## src/rtl/pipeimem_loader_pkg.sv

```systemverilog
// Shared constants and state encoding for the instruction-memory image loader.
// ROM_* constants are also consumed by the instruction ROM so the depths match.
package pipeimem_loader_pkg;

  localparam int unsigned ROM_ADDR_BITS = 6;
  localparam int unsigned ROM_DEPTH     = 1 << ROM_ADDR_BITS;
  localparam int unsigned ROM_WIDTH     = 32;
  localparam int unsigned BYTE_W        = 8;

  typedef enum logic [2:0] {
    ST_IDLE,
    ST_LEN_HI,
    ST_LEN_LO,
    ST_DATA,
    ST_CSUM,
    ST_DONE,
    ST_ERR
  } state_t;

endpackage

```

## src/rtl/pipeimem_loader_if.sv

```systemverilog
// Byte-stream valid/ready channel feeding the loader.
interface pipeimem_loader_if;
  import pipeimem_loader_pkg::*;

  logic [BYTE_W-1:0] byte_in;
  logic              byte_valid;
  logic              byte_ready;

  modport master (output byte_in, output byte_valid, input  byte_ready);
  modport slave  (input  byte_in, input  byte_valid, output byte_ready);

endinterface

```

## src/rtl/pipeimem_loader_word_pack.sv

```systemverilog
// Packs MSB-first bytes into 32-bit words and keeps the running XOR checksum.
module loader_word_pack
  import pipeimem_loader_pkg::*;
(
  input  logic                 clock,
  input  logic                 reset,
  input  logic                 clear,
  input  logic                 byte_en,
  input  logic [BYTE_W-1:0]    byte_in,
  output logic                 word_ready_c,
  output logic [ROM_WIDTH-1:0] word_c,
  output logic [BYTE_W-1:0]    acc
);

  localparam int unsigned SHIFT_W = ROM_WIDTH - BYTE_W;

  logic [SHIFT_W-1:0] shift_q;
  logic [1:0]         byte_cnt;

  always_ff @(posedge clock or posedge reset) begin
    if (reset) begin
      shift_q  <= '0;
      byte_cnt <= '0;
      acc      <= '0;
    end else if (clear) begin
      shift_q  <= '0;
      byte_cnt <= '0;
      acc      <= '0;
    end else if (byte_en) begin
      shift_q  <= {shift_q[SHIFT_W-BYTE_W-1:0], byte_in};
      byte_cnt <= byte_cnt + 2'd1;
      acc      <= acc ^ byte_in;
    end
  end

  // The word completes with the byte currently on the input.
  assign word_ready_c = byte_en && (byte_cnt == 2'd3);
  assign word_c       = {shift_q, byte_in};

endmodule

```

## src/rtl/pipeimem_loader.sv

```systemverilog
// Loads a length-framed, XOR-checksummed program image into instruction memory
// and holds the CPU in reset until a complete, verified image is present.
module pipeimem_loader
  import pipeimem_loader_pkg::*;
#(
  parameter int unsigned ADDR_DEPTH = ROM_ADDR_BITS,
  parameter int unsigned WORD_WIDTH = ROM_WIDTH
) (
  input  logic                  clock,
  input  logic                  reset,
  input  logic                  start,
  pipeimem_loader_if.slave      stream,
  output logic                  wr_en,
  output logic [31:0]           wr_addr,
  output logic [WORD_WIDTH-1:0] wr_data,
  output logic                  cpu_hold,
  output logic                  done,
  output logic                  error,
  output logic [ADDR_DEPTH:0]   word_count
);

  localparam int unsigned CNT_W = ADDR_DEPTH + 1;
  localparam int unsigned LEN_W = 2 * BYTE_W;
  localparam logic [LEN_W-1:0] MAX_WORDS = LEN_W'(1 << ADDR_DEPTH);

  state_t               state;
  logic                 ready_q;
  logic [BYTE_W-1:0]    len_hi;
  logic [CNT_W-1:0]     len_words;
  logic [LEN_W-1:0]     len_c;
  logic                 xfer_c;
  logic                 start_ok_c;
  logic                 pack_en_c;
  logic                 word_ready_c;
  logic [ROM_WIDTH-1:0] word_c;
  logic [BYTE_W-1:0]    acc;

  assign stream.byte_ready = ready_q;
  assign xfer_c     = stream.byte_valid && ready_q;
  assign start_ok_c = start && (state == ST_IDLE || state == ST_DONE || state == ST_ERR);
  assign pack_en_c  = xfer_c && (state == ST_DATA);
  assign len_c      = {len_hi, stream.byte_in};

  loader_word_pack u_pack (
    .clock        (clock),
    .reset        (reset),
    .clear        (start_ok_c),
    .byte_en      (pack_en_c),
    .byte_in      (stream.byte_in),
    .word_ready_c (word_ready_c),
    .word_c       (word_c),
    .acc          (acc)
  );

  // Frame sequencer; byte_ready is updated together with the state it decodes.
  always_ff @(posedge clock or posedge reset) begin
    if (reset) begin
      state      <= ST_IDLE;
      ready_q    <= 1'b0;
      wr_en      <= 1'b0;
      wr_addr    <= '0;
      wr_data    <= '0;
      cpu_hold   <= 1'b1;
      done       <= 1'b0;
      error      <= 1'b0;
      word_count <= '0;
      len_hi     <= '0;
      len_words  <= '0;
    end else begin
      wr_en <= 1'b0;
      unique case (state)
        ST_IDLE, ST_DONE, ST_ERR: begin
          if (start) begin
            state      <= ST_LEN_HI;
            ready_q    <= 1'b1;
            cpu_hold   <= 1'b1;
            done       <= 1'b0;
            error      <= 1'b0;
            word_count <= '0;
          end
        end
        ST_LEN_HI: begin
          if (xfer_c) begin
            len_hi <= stream.byte_in;
            state  <= ST_LEN_LO;
          end
        end
        ST_LEN_LO: begin
          if (xfer_c) begin
            if (len_c == '0 || len_c > MAX_WORDS) begin
              state   <= ST_ERR;
              ready_q <= 1'b0;
              error   <= 1'b1;
            end else begin
              state     <= ST_DATA;
              len_words <= CNT_W'(len_c);
            end
          end
        end
        ST_DATA: begin
          if (word_ready_c) begin
            wr_en      <= 1'b1;
            wr_addr    <= 32'({word_count, 2'b00});
            wr_data    <= WORD_WIDTH'(word_c);
            word_count <= word_count + CNT_W'(1);
            if (word_count + CNT_W'(1) == len_words) state <= ST_CSUM;
          end
        end
        ST_CSUM: begin
          if (xfer_c) begin
            ready_q <= 1'b0;
            if (stream.byte_in == acc) begin
              state    <= ST_DONE;
              done     <= 1'b1;
              cpu_hold <= 1'b0;
            end else begin
              state <= ST_ERR;
              error <= 1'b1;
            end
          end
        end
        default: begin
          state   <= ST_IDLE;
          ready_q <= 1'b0;
        end
      endcase
    end
  end

endmodule

```

## src/flat_wrapper.sv

```systemverilog
// flat-port wrapper written by rule: the top's interface ports become plain ports
module pipeimem_loader_flat import pipeimem_loader_pkg::*;
#(
  parameter int unsigned ADDR_DEPTH = ROM_ADDR_BITS,
  parameter int unsigned WORD_WIDTH = ROM_WIDTH
)
  (clock, reset, start, wr_en, wr_addr, wr_data, cpu_hold, done, error, word_count, stream_byte_in, stream_byte_valid, stream_byte_ready);
  pipeimem_loader_if stream_i ();
  input  logic clock;
  input  logic reset;
  input  logic start;
  output logic wr_en;
  output logic [31:0] wr_addr;
  output logic [WORD_WIDTH-1:0] wr_data;
  output logic cpu_hold;
  output logic done;
  output logic error;
  output logic [ADDR_DEPTH:0] word_count;
  input wire logic [$bits(stream_i.byte_in)-1:0] stream_byte_in;
  input wire logic [$bits(stream_i.byte_valid)-1:0] stream_byte_valid;
  output wire logic [$bits(stream_i.byte_ready)-1:0] stream_byte_ready;
  assign stream_i.byte_in = stream_byte_in;
  assign stream_i.byte_valid = stream_byte_valid;
  assign stream_byte_ready = stream_i.byte_ready;
  pipeimem_loader #(.ADDR_DEPTH(ADDR_DEPTH), .WORD_WIDTH(WORD_WIDTH)) u_core (.clock(clock), .reset(reset), .start(start), .stream(stream_i), .wr_en(wr_en), .wr_addr(wr_addr), .wr_data(wr_data), .cpu_hold(cpu_hold), .done(done), .error(error), .word_count(word_count));
endmodule
```

## config.mk

```make
export PLATFORM = sky130hd
export DESIGN_NAME = pipeimem_loader_flat
export DESIGN_NICKNAME = d
export VERILOG_FILES = /design/src/rtl/pipeimem_loader_pkg.sv /design/src/rtl/pipeimem_loader_if.sv /design/src/rtl/pipeimem_loader_word_pack.sv /design/src/rtl/pipeimem_loader.sv /design/src/flat_wrapper.sv
export SDC_FILE = /design/constraint.sdc
export NUM_CORES = 1
export LEC_CHECK = 0
export CAP_MARGIN = 25
export CORE_UTILIZATION = 35
export DETAILED_ROUTE_END_ITERATION = 6
export HOLD_SLACK_MARGIN = 0.05
export PLACE_DENSITY = 0.54
export SKIP_LAST_GASP = 1
export SYNTH_ARGS = -nofsm -noshare
export SYNTH_HDL_FRONTEND = slang
export SYNTH_SLANG_ARGS = --single-unit
```

## constraint.sdc

```tcl
create_clock -name clock -period 4.87 [get_ports clock]
set_input_delay 1.461 -clock clock [delete_from_list [all_inputs] [get_ports clock]]
set_output_delay 1.461 -clock clock [all_outputs]
set_load 0.02 [all_outputs]
```

# == Yosys cells after proc, flatten, opt, wreduce, memory -nomap -nowiden ==
# Index checks and enable logic that the tools add are counted.
# classes
add_sub_neg,2
multipliers,0
div_mod_pow,0
n_lt_le_gt_ge,1
eq_ne,18
shifts,0
muxes,37
bitwise_logic,3
n_reduce_logical,23
# ops
operator,count
$mux 24,2
$mux 3,7
$gt 16x7->1 const B,1
$logic_not 16->1,1
$mux 8,2
$mux 1,15
$pmux 3 s5,1
$mux 7,2
$pmux 7 s2,1
$reduce_and 6->1,2
$ne 2x1->1 const B,5
$eq 3x3->1 const B,3
$eq 8x8->1,1
$ne 2x2->1 const B,4
$xor 8x8->8,1
$add 7x1->7 const B,1
$eq 7x7->1,1
$eq 3x2->1 const B,2
$mux 2,3
$reduce_and 3->1,2
$reduce_bool 2->1,3
$reduce_and 5->1,1
$logic_and 1x1->1,4
$pmux 1 s2,2
13 further kinds,17
# totals
register_bits,103
latch_bits,0
mem_bits_rw,0
mem_bits_ro,0
input_bits,12
output_inout_bits,76
elab_cells,98
mem_count,0

# == Logic depth before layout (Yosys ltp) ==
# Gate-level depths: netlist of run 1.
# depth
word_depth,5
depth_mapped,8
ltp_nobuf,6

# == Modules after synthesis ==
# A second synthesis of run 1 with hierarchy kept.
# hier_totals
cells_unflattened,511
area_unflattened_um2,5001.0
# modules_own_cells
mod,instances,cells_per_inst,area_each_um2,seq_area_each_um2
pipeimem_loader,1,381,3440.8,1727.9
loader_word_pack,1,130,1560.2,850.8

# == Worst setup path before layout of run 1 ==
# OpenSTA, ideal clock, no wires.
# synth_path
path_kind,input to register
from,input stream_byte_in[3]
to,register u_core.len_words[0]
setup_ps,125
arrival_ps,3038
required_time_ps,4745
setup_slack_ps,1707
cell_stages,4
n_path_buf,0
path_cell_list,or4_4 > o31a_1 > nor4_4 > mux2_2
# synth_between
elab_chain_cells,4
word_cells_on_any_way,5
cone_classes,1 x order compare; 1 x bitwise; 3 x reduce/logical
# synth_lines
item,line_no,rtl
"start, declared",flat_wrapper.sv:19,input wire logic [$bits(stream_i.byte_in)-1:0] stream_byte_in;
$gt 16x7->1 / $logic_not 16->1 (equally long branches),pipeimem_loader.sv:90,if (len_c == '0 || len_c > MAX_WORDS) begin
$logic_or 1x1->1 *,pipeimem_loader.sv:90,
$not 1->1 (no line) *,-,
$reduce_and 3->1 (no line) *,-,
"end signal, assigned",pipeimem_loader.sv:96,len_words <= CNT_W'(len_c);
"end, declared",pipeimem_loader.sv:29,logic [CNT_W-1:0] len_words;
# Mark *: on every way between the ends. The rest lies on a longest branch, timed or not.
# A chain may end at the register's enable or synchronous reset.

# == Worst setup path in the final report of run 1 ==
# layout_path
from,input stream_byte_in[3]
to,register u_core.len_words[6]
# Same word-level chain as after synthesis.

==> results of run 1 <==
-- state kept, by name (all words and copies together) (netlist names) --
| name | cells |
|---|---|
| u_core.stream.byte_ready | 1 |
| u_core.error | 1 |
| u_core.wr_data | 32 |
| u_core.cpu_hold | 1 |
| u_core.len_words | 7 |
| u_core.wr_en | 1 |
| u_core.u_pack.shift_q | 24 |
| u_core.state | 3 |
| u_core.u_pack.byte_cnt | 2 |
| u_core.len_hi | 8 |
| u_core.u_pack.acc | 8 |
| u_core.done | 1 |
| u_core.word_count | 7 |
| u_core.wr_addr | 7 |
-- per-stage QoR --
stage          instances  area (sq um)  power [mW]
2_1_floorplan        484          4860       0.922
3_3_place_gp         680          5470       0.932
3_5_place_dp         680          5470       0.932
4_1_cts              695          5750        1.63
5_1_grt              695          5750        1.66
6_report             695          5750        1.60
-- cell type report --
cell class,instances,share of cell area
tap,176,0.0383
clock inverter,5,0.00718
clock buffer,10,0.0416
inverter,9,0.00631
timing repair buffer,68,0.116
sequential,103,0.449
multi-input combinational,324,0.342
-- worst paths after layout --
path                       cells after the start             endpoint  slack, ps
setup / recovery                               5  u_core.len_words[6]       1350
hold / removal                                 2    u_core.wr_addr[3]        480
setup reg to reg                               6      u_core.state[1]       2430
hold reg to reg                                2    u_core.wr_addr[3]        480
max in group asynchronous                      3      u_core.cpu_hold       2420
min in group asynchronous                      2   u_core.wr_data[25]       1590
-- power by group through the flow --
stage	combinational (mW)	sequential [mW]	clock [mW]
floorplan	0.0505	0.872	0
global placement	0.0601	0.871	0
detailed placement	0.0605	0.871	0
CTS	0.0605	0.855	0.712
global route	0.0662	0.854	0.737
finish	0.0585	0.855	0.687
-- worst register-to-register path: cells and delay by family (launching register included) --
kind | cells | cell delay (ps)
AOI/OAI and AO/OA | 3 | 650
adders and majority gates | 1 | 380
DFF | 1 | 540
and+or+nand+nor | 2 | 760
-- synth_stat cells (2+ instances only) --
| cell | count | area, sq um |
|---|---|---|
| and2_1 | 4 | 25.0 |
| buf_1 | 5 | 18.8 |
| nor2_1 | 18 | 67.6 |
| buf_2 | 4 | 20.0 |
| a21oi_1 | 32 | 160 |
| o41ai_1 | 2 | 17.5 |
| o21ai_0 | 16 | 80.1 |
| inv_1 | 9 | 33.8 |
| a31oi_1 | 3 | 18.8 |
| nand4_1 | 2 | 12.5 |
| or3_1 | 2 | 12.5 |
| maj3_1 | 2 | 20.0 |
| nand2b_1 | 2 | 12.5 |
| nor3_1 | 3 | 15.0 |
| a221o_1 | 2 | 20.0 |
| nand3_1 | 6 | 30.0 |
| clkbuf_1 | 14 | 52.6 |
| mux2_2 | 39 | 439 |
| o31a_1 | 3 | 26.3 |
| ha_1 | 2 | 25.0 |
| buf_4 | 25 | 188 |
| dfrtp_1 | 102 | 2550 |
| xor2_1 | 11 | 96.3 |
| o31ai_1 | 3 | 22.5 |
| nand3b_1 | 2 | 15.0 |
| xnor2_1 | 15 | 131 |
| nand2_1 | 104 | 390 |
| nor3b_1 | 2 | 15.0 |
| nor4_1 | 2 | 12.5 |
-- logic make-up (layout without fill, tap and decap cells) --
logic type	count (synthesis)	in the layout
and+or+nand+nor	156	156
DFF	103	103
AOI/OAI and AO/OA	74	74
buffers and inverters	57	92
muxes	39	39
xor gates and xnor gates	26	26
adders and majority gates	4	4
other	1	25
-- per-layer routing --
layer,vias to the layer above,track usage,part of all wire
met2,89,0.234,0.45
met1,1645,0.226,0.50
met4,0,0.0396,0.010
met3,9,0.0333,0.035
met5,-,0,0
li1,1625,-,-
==> results.toml, run 1 <==
[synth]
ys_async_sr_fraction = 1.00
synth_top_family_by_area = "simple AND/OR/NAND/NOR gates"
syn_avg_cell_area_sq_um = 10.4
synth-xor-area-share = 0.0478
syn_inst = 460
synth_edf_count = 0
synth_area_sq_um = 4770
ys_ff_latch = 103
synth-compound-area-share = 0.0963
ys.warnings.count = 0
yosys.area_share.simple = 0.147
synth.mux.area_fraction = 0.0921
synth_cell_types = 53
ys.flop_type = "dfrtp_1"
synthAdderAreaFrac = 0.00945
seq_area_frac_synth = 0.541

[routing]
drc = 0
drtIter0Drc = 203
drtPass1Iterations = 4
via_count = 3368
wl_microns = 10200
via_per_inst = 4.85
wl_per_cell_microns = 14.6
drtAntennaViolNets = 0

[die]
coreArea_sq_um = 13200
num_rows = 42
fp.dieH_microns = 119
initial_utilization = 0.360
die_w_microns = 119
ios = 88
die_area_sq_um = 14100

[placed_design]
pre_cts_ws_ps = 962
gp_congestion = 0.829
port_buffers = 62
place_hpwl_microns = 7030

[timing]
whs_ps = 481
hold_viol_final = 0
final.min_clock_period_ps = 3520
slew_headroom = 0.410
worstMarginPinSlew_ps = 883
finalSetupViolations = 0
setup_tns_ps = 0
fin_worst_skew_ps = 6.31
report.final.slew_viol_count = 0
fmaxAchievable_ghz = 0.284
min_period_over_period = 0.722
setup_ws_ps = 1350
rsz0062_at_grt = "false"

[layout]
layout.cells.most_common_list = "104 x nand2_1, 102 x dfrtp_1, 62 x clkdlybuf4s50_1, 39 x mux2_2, 32 x a21oi_1"
num_antenna_cells = 0
fin_nets = 529
nFillCells = 1290
multiInputGateArea_sq_um = 1970
final_common_cell = "nand2_1"
seq_area_sq_um = 2580
syn2layout_area_growth_pct = 20.5
utilization = 0.434
drive_gt1_frac = 0.131

[pwr]
p_sw_mw = 0.368
pwr-share-clk = 0.429
leakage_nw = 2.62
netSwitchingFraction = 0.230
power.density_nw_per_um2 = 278
seqPwrFrac = 0.534
peakVddDrop_v = 0.000156
p_int_mw = 1.23
p_comb_frac = 0.037

[worst_hold_path]
min_from = "u_core.wr_addr[3]"
hold_class = "flip-flop to flip-flop"

[flow_run]
drv_cap = 0

[worst_setup_path]
cp-end-kind = "flip-flop"
reg2reg_from = "u_core.word_count[0]"
startpoint_type = "input pin"
path_class = "input pin to flip-flop"
crit_chain = "clkdlybuf4s50_1 -> or4_4 -> o31a_1 -> nor4_4 -> mux2_2"
slowest_delay_ps = 600
crit_fanout = 7
cp.arrival_ps = 3750
cp.required_ps = 5100
worstPathBufferInverterCount = 1
crit_family = "simple AND/OR/NAND/NOR gates"
crit_start = "stream_byte_in[3]"
slowest_stage = "or4_4"

[clocking]
post-cts-setup-buffers = 0
clk_pin_slew_ps = 70
clock_path_buffers = 2
post_cts_resized = 0
cts_buffers = 9
insertion_delay_ps = 340
cts_tree = "done"
clock-sinks = 103
ctsHoldBuffers = 0
htreeDepth = 3
cts_root_buffer = "clkbuf_16"

[global_routing]
grt_antenna_before_repair = 0
overflow = 0
grt_max_degree = 58
track_usage = 0.155
first_global_vias = 3282
grt_first_pass_wirelength_microns = 17300

[run_status]
outcome = "finished clean"
No activity file was read; power rests on OpenSTA's default activity.
==> run 2, diff against run 1 <==
Clock period 4.87 ns to 3.45 ns, I/O delays scaled along.
==> run 2 against run 1 <==
  * Register-to-register slack worse by 1400 ps
  * Final cell count grew 1.3%
  * Via count increased by 1.0%
  * Largest power group unchanged
  * Count of clock-buffer cells in the layout up 1
  * Critical path depth unchanged
  * First-iteration DRC count down 13%
  * Non-clock buffer count increased by 10
  * Core utilization up 0.76 points
  * Flip-flop and latch count is the same
  * Largest cell class unchanged
  * Wire length is 0.43% higher
  * Global-route usage shrank 0.22 points
==> results.toml, run 2 (synthesis results as in run 1) <==
[run_status]
outcome = "finished clean"

[pwr]
leakage_nw = 2.67
peakVddDrop_v = 0.000207
power.density_nw_per_um2 = 390

[routing]
met3_length_microns = 373
drtAntennaViolNets = 0
wl_microns = 10200
top_layer_used = "met4"
drtPass1Iterations = 5
wl_met2_microns = 4560
m1WireLength_microns = 5100
drc = 0
via_count = 3403
drtIter0Drc = 177
wl_per_cell_microns = 14.5
via_per_inst = 4.83

[layout]
top_register = "u_core.wr_data"
syn2layout_area_growth_pct = 22.6
final_common_cell = "nand2_1"
largest_reg_flops = 32
layout.cells.most_common_list = "104 x nand2_1, 102 x dfrtp_1, 62 x clkdlybuf4s50_1, 39 x mux2_2, 32 x a21oi_1"
num_antenna_cells = 0
nFillCells = 1302
fin_nets = 539
utilization = 0.442
drive_gt1_frac = 0.142
top_regs = "u_core.wr_data (32), u_core.u_pack.shift_q (24)"
fin_cells = 704

[clocking]
cts_tree = "done"
cts_buffers = 9
clk_pin_slew_ps = 60
post-cts-setup-buffers = 0
ctsHoldBuffers = 0
post_cts_resized = 0
insertion_delay_ps = 350
clock_path_buffers = 2
htreeDepth = 3
cts_root_buffer = "clkbuf_16"
clock-sinks = 103

[global_routing]
grt_max_degree = 38
grt_antenna_before_repair = 0
overflow = 0
grt_first_pass_wirelength_microns = 17000
first_global_vias = 3315
track_usage = 0.153

[timing]
fin_worst_skew_ps = 7.08
slew_headroom = 0.442
finalSetupViolations = 0
whs_ps = 479
report.final.slew_viol_count = 0
fmaxAchievable_ghz = 0.339
worstMarginPinSlew_ps = 835
min_period_over_period = 0.855
setup_tns_ps = 0
rsz0062_at_grt = "false"
final.min_clock_period_ps = 2950
hold_viol_final = 0

[worst_hold_path]
hold_class = "flip-flop to flip-flop"
min_from = "u_core.wr_addr[4]"

[die]
ios = 88
coreArea_sq_um = 13200
fp.dieH_microns = 119
die_area_sq_um = 14100
die_w_microns = 119
initial_utilization = 0.360
num_rows = 42

[worst_setup_path]
reg2reg_from = "u_core.word_count[0]"
path_class = "input pin to flip-flop"
cp.required_ps = 3680
crit_start = "stream_byte_in[3]"
cp-end-kind = "flip-flop"
startpoint_type = "input pin"
cp.arrival_ps = 3180
crit_fanout = 7

[placed_design]
place_hpwl_microns = 7070
gp_congestion = 0.807
placedCellCount = 690
port_buffers = 62

[flow_run]
drv_cap = 0
-- run 2: changes by cell type in the layout (fill, tap and decap cells not counted), sizes merged --
| cell | before | now |
|---|---|---|
| buf | 6 | 16 |
| bufinv | 0 | 1 |
| clkbuf | 10 | 11 |
| clkinvlp | 1 | 2 |
| inv | 12 | 8 |
-- run 2: power by group --
group | switching (mW) | internal [mW]
sequential | 0 | 1.21
clock | 0.425 | 0.556
combinational | 0.0667 | 0.0264
total | 0.492 | 1.79
-- run 2: per-stage QoR --
step / setup WS [ps] / cell area, sq um / power (mW)
2_1_floorplan: 713 / 4860 / 1.30
3_3_place_gp: 183 / 5570 / 1.33
3_5_place_dp: 132 / 5570 / 1.33
4_1_cts: 500 / 5850 / 2.32
5_1_grt: 409 / 5850 / 2.38
6_report: 499 / 5850 / 2.28
-- run 2: area by class of cell --
| cell class | instances | area, sq um | area share |
|---|---|---|---|
| repair buffers | 78 | 766 | 0.131 |
| clock buffers | 11 | 233 | 0.0398 |
| clock inverters | 3 | 46.3 | 0.00792 |
| multi-input cells | 324 | 1970 | 0.336 |
| inverters | 9 | 37.5 | 0.00642 |
| well taps | 176 | 220 | 0.0377 |
| flip-flops and latches | 103 | 2580 | 0.441 |
-- run 2: critical path, cell delays in order --
cell and delay, ps:
clkdlybuf4s50_1 420, or4_4 560, o31a_1 310, nor4_4 460, mux2_2 400
-- run 2: metal layers --
layer  vias up  track usage
met5         -            0
met4         0       0.0657
met3        14       0.0290
met2        92        0.224
met1      1656        0.220
li1       1641            -
-- run 2: final timing paths --
path | to | slack [ps] | cells past startpoint
worst min-delay path | u_core.wr_addr[4] | 480 | 2
max in group asynchronous | u_core.cpu_hold | 1540 | 3
min in group asynchronous | u_core.wr_data[24] | 1180 | 2
worst max register to register | u_core.state[1] | 1020 | 6
worst max-delay path | u_core.len_words[6] | 500 | 5
worst min register to register | u_core.wr_addr[4] | 480 | 2
